## config.mk

```make
export PLATFORM = sky130hd
export DESIGN_NAME = uart_tx_arbiter
export DESIGN_NICKNAME = d
export VERILOG_FILES = /design/src/rtl/uart_tx_arbiter.sv
export SDC_FILE = /design/constraint.sdc
export NUM_CORES = 1
export LEC_CHECK = 0
export CELL_PAD_IN_SITES_DETAIL_PLACEMENT = 0
export CELL_PAD_IN_SITES_GLOBAL_PLACEMENT = 1
export CORE_MARGIN = 5
export CORE_UTILIZATION = 28
export CTS_BUF_LIST = sky130_fd_sc_hd__clkbuf_16
export DETAILED_ROUTE_END_ITERATION = 16
export GPL_TIMING_DRIVEN = 0
export MAX_ROUTING_LAYER = met4
export PLACE_DENSITY = 0.7
export SLEW_MARGIN = 10
export SYNTH_ARGS = -nofsm -noshare
export SYNTH_HDL_FRONTEND = slang
export SYNTH_SLANG_ARGS = --single-unit
```

## constraint.sdc

```tcl
create_clock -name i_clk -period 8.9 [get_ports i_clk]
set_input_delay 1.78 -clock i_clk [delete_from_list [all_inputs] [get_ports i_clk]]
set_output_delay 1.78 -clock i_clk [all_outputs]
set_load 0.01 [all_outputs]
```

## src/rtl/uart_tx_arbiter.sv

```systemverilog
// Round-robin arbiter sharing one UART transmitter among several byte requesters.
// Holds the transmitter start level until the transmitter acknowledges, with an acknowledge timeout.
module uart_tx_arbiter #(
  parameter int unsigned p_num_req     = 4,
  parameter int unsigned p_ack_timeout = 65535
) (
  input  logic                   i_clk,
  input  logic                   i_rst,
  input  logic [p_num_req-1:0]   i_req_valid,
  input  logic [8*p_num_req-1:0] i_req_data,
  output logic [p_num_req-1:0]   o_req_ready,
  output logic                   o_tx_start,
  output logic [7:0]             o_tx_data,
  input  logic                   i_tx_done,
  output logic [2:0]             o_grant_id,
  output logic                   o_busy,
  output logic                   o_err
);

  localparam int unsigned c_idx_w = (p_num_req > 1) ? $clog2(p_num_req) : 1;

  typedef enum logic [1:0] {IDLE, ARB, START, WAIT_DONE} state_t;

  state_t               state, state_nxt;
  logic                 done_meta, done_s;
  logic [2:0]           ptr, ptr_nxt, win;
  logic                 win_vld;
  logic [p_num_req-1:0] win_oh;
  logic [7:0]           win_data;
  logic [15:0]          to_cnt;
  logic                 ack_expired;

  // Search upward from ptr with wrap; first valid requester wins.
  always_comb begin
    logic [3:0] idx;
    idx     = '0;
    win     = '0;
    win_vld = 1'b0;
    for (int unsigned i = 0; i < p_num_req; i++) begin
      idx = 4'(ptr) + 4'(i);
      if (idx >= 4'(p_num_req)) idx = idx - 4'(p_num_req);
      if (!win_vld && i_req_valid[idx[c_idx_w-1:0]]) begin
        win_vld = 1'b1;
        win     = 3'(idx);
      end
    end
  end

  always_comb begin
    win_oh   = '0;
    win_data = '0;
    for (int unsigned i = 0; i < p_num_req; i++) begin
      if (3'(i) == win) begin
        win_oh[i] = 1'b1;
        win_data  = i_req_data[8*i +: 8];
      end
    end
  end

  assign ptr_nxt     = (win == 3'(p_num_req - 1)) ? '0 : win + 3'd1;
  assign ack_expired = (to_cnt == 16'(p_ack_timeout - 1));
  assign o_busy      = (state != IDLE);

  always_comb begin
    state_nxt   = state;
    o_req_ready = '0;
    o_tx_start  = 1'b0;
    o_err       = 1'b0;
    case (state)
      IDLE: if ((|i_req_valid) && done_s) state_nxt = ARB;
      ARB: begin
        if (win_vld) begin
          o_req_ready = win_oh;
          state_nxt   = START;
        end else begin
          state_nxt = IDLE;
        end
      end
      START: begin
        o_tx_start = 1'b1;
        if (!done_s) begin
          state_nxt = WAIT_DONE;
        end else if (ack_expired) begin
          o_err     = 1'b1;
          state_nxt = IDLE;
        end
      end
      WAIT_DONE: if (done_s) state_nxt = IDLE;
      default: state_nxt = IDLE;
    endcase
  end

  always_ff @(posedge i_clk) begin
    if (i_rst) begin
      state      <= IDLE;
      done_meta  <= 1'b1;
      done_s     <= 1'b1;
      ptr        <= '0;
      o_grant_id <= '0;
      o_tx_data  <= '0;
      to_cnt     <= '0;
    end else begin
      done_meta <= i_tx_done;
      done_s    <= done_meta;
      state     <= state_nxt;
      if (state == ARB && win_vld) begin
        o_tx_data  <= win_data;
        o_grant_id <= win;
        ptr        <= ptr_nxt;
      end
      // Counts cycles already spent in START; zero on entry.
      if (state == START && state_nxt == START) to_cnt <= to_cnt + 16'd1;
      else                                      to_cnt <= '0;
    end
  end

endmodule

```

==> reports/summary.txt <==
Final Critical Period: 6.84 ns
DIE AREA: 9470 sq um
Drc violations: 0
Sink Count: 34
Hold-fix buffers at CTS: 0
Vias in the first global route: 2050
Post-CTS Setup Bufs: 0
Crit Path Category: in2out
Reg clk slew, reported paths: 0.05 ns
Final WL: 5730 um
Async set or reset register ratio after synthesis: 0
Status: completed
FF+latch count, synth: 34
Setup TNS after final layout: 0 ns
Root Driver: clkbuf_16
First drt pass iteration count: 4
CP Launch Type: input pin
Syn nets: 314
Post-synth EDFFs: 0
Peak supply drop: 0.0820 mV
Final non-filler cell total: 427
Critical-path maximum fanout: 10
Worst path slowest cell: clkdlybuf4s50_1
Pin count of the biggest net entering global routing: 11
Clk buf depth: 2
Post-synth top area share: 0.319
Detail Route Antenna Nets: 0
H-tree depth: 2
Cts bufs inserted: 5
CP top delay family: buffers and inverters
Synth Flop Type: dfxtp_1
Critical Path Max Stage Delay: 0.54 ns
Worst EP required: 7.12 ns
Synth top area cells: dfxtp_1 (32%), nor2_1 (5.1%), ha_1 (4.7%), a21oi_1 (4.2%), xnor2_1 (3.7%)
Post-synthesis sequential area ratio: 0.319
HP Start: done_meta
Mapped Cells: 267
Area leader, netlist: dfxtp_1
CP arrival: 5.06 ns
Clk_skew: 0.00287 ns
Hold WS: 0.408 ns
Crit path from: i_req_valid[3]
Max_cap viols: 0
IO Pins: 57
F_max: 0.146 GHz
Sequential Area: 681 sq um
Fillers: 764
Final worst-path cycle share: 0.768
Via density: 4.72
Synthesis Warnings: 0
IO Port Bufs: 53
Synth cell types: 48
Final Setup Violations: 0
Pwr Total: 0.498 mW
Core ar.: 7330 sq um
GP Congestion: 0.805
DP Area: 2790 sq um
Fin area: 2930 sq um
CP bufs+invs: 6
Die X: 97.3 um
Dpl cells: 419
Die Span Y: 97.3 um
PwrDens: 170 nW/um^2
R2R Path Start: ptr[0]
Multi-input logic area: 1270 sq um
Detailed Route Iter0 Violations: 87
# diodes: 0
CTS resizes: 0
Unrepaired setup endpoints after global routing: false
Fin. Hold Viols: 0
Starting Density: 0.291
CP Cell Sequence: clkdlybuf4s50_1 > buf_2 > nor3b_1 > o21ai_0 > a222oi_1 > nor3_1 > inv_1 > ha_1 > clkbuf_1 > clkbuf_1 > and3_1 > clkdlybuf4s50_1
Kind of end point of the critical path: output port
Worst-Margin Slew: 0.544 ns
Share of layout cells above drive strength 1: 0.0884
CTS tree: built
Dpl ws: 2.04 ns
Worst-Skew Late Latency: 0.27 ns
Global-route wire length before repair: 9770 um
Initial antenna violation count: 0
Rel. slew slack: 0.637
Tightest Hold Check Type: reg2reg
Final core occ: 0.399
Leakage: 1.04 nW
DR WL/cell: 13.4 um
Slew Limit Fails: 0
Syn_area_per_cell: 7.99 sq um
Mapped cell area: 2130 sq um
Total track usage: 0.126
Layout area overhead: 37.1%
Worst setup margin: 2.06 ns
Site row count: 31
Nets: 374
Via count: 2016
Dpl hpwl: 4440 um
Grt ovf: 0
logic make-up (layout without fill, tap and decap cells):
logic type                 Yosys count  in the layout  share of synthesized area
adders and majority gates            8              8                     0.0469
buffers and inverters               42            103                     0.0850
muxes                                8              8                     0.0387
AOI/OAI and AO/OA                   64             64                      0.209
and+or+nand+nor                     97             97                      0.244
xor gates and xnor gates            14             14                     0.0574
DFF                                 34             34                      0.319
state kept, by name (all words and copies together), names as in the netlist:
| name | flops |
|---|---|
| done_meta | 1 |
| state | 2 |
| to_cnt | 16 |
| o_grant_id | 3 |
| done_s | 1 |
| o_tx_data | 8 |
| ptr | 3 |
path summary, 6_finish.rpt:
kind / slack, ns / depth (start not counted) / endpoint
setup / recovery: 2.06 / 12 / o_req_ready[3]
hold reg to reg: 0.41 / 1 / done_s
hold / removal: 0.41 / 1 / done_s
setup reg to reg: 5.03 / 14 / ptr[0]
layout make-up:
cell class	count	area share
inverters	20	0.0257
clock buffers	5	0.0428
well taps	99	0.0423
multi-input cells	191	0.435
flip-flops and latches	34	0.233
clock inverters	3	0.00428
repair buffers	53	0.181
plain buffers	22	0.0363
cell usage after synthesis, drive strengths merged, types with 2 or more instances:
library cell / count
buf: 9
nand2: 17
mux2i: 6
and4: 2
nor3: 5
and3: 4
nand3b: 9
nand3: 6
o32ai: 3
xor2: 5
xnor2: 9
inv: 20
o31ai: 9
a31o: 2
nand2b: 3
or2: 3
mux2: 2
nor3b: 3
a211oi: 4
a21oi: 18
ha: 8
o21ai: 10
a31oi: 6
clkbuf: 13
nor2: 29
or3b: 2
nand4: 4
nor4b: 2
or3: 3
dfxtp: 34
a22oi: 8
nor4: 2
layout by cell type (no fill, tap or decap), drive strengths merged, types with 4 or more instances in the layout:
master         count
a211oi             4
a21oi             18
a22oi              8
a31oi              6
and3               4
buf                9
clkbuf            18
clkdlybuf4s50     53
dfxtp             34
ha                 8
inv               21
mux2i              6
nand2             17
nand3              6
nand3b             9
nand4              4
nor2              29
nor3               5
o21ai             10
o31ai              9
xnor2              9
xor2               5
power by group:
part           switching [mW]  leakage, nW  internal [mW]
Sequential            0.00695        0.276          0.163
Clock                  0.0595       0.0724          0.101
Combinational          0.0898        0.695         0.0785
routing by layer:
| metal | up-vias | share of wire | track usage |
|---|---|---|---|
| met1 | 933 | 0.46 | 0.151 |
| met3 | 2 | 0.023 | 0.0215 |
| met5 | - | 0 | - |
| li1 | 1059 | - | - |
| met4 | 0 | 0.0037 | 0.0224 |
| met2 | 22 | 0.51 | 0.223 |
(Power assumes the default switching activity.)
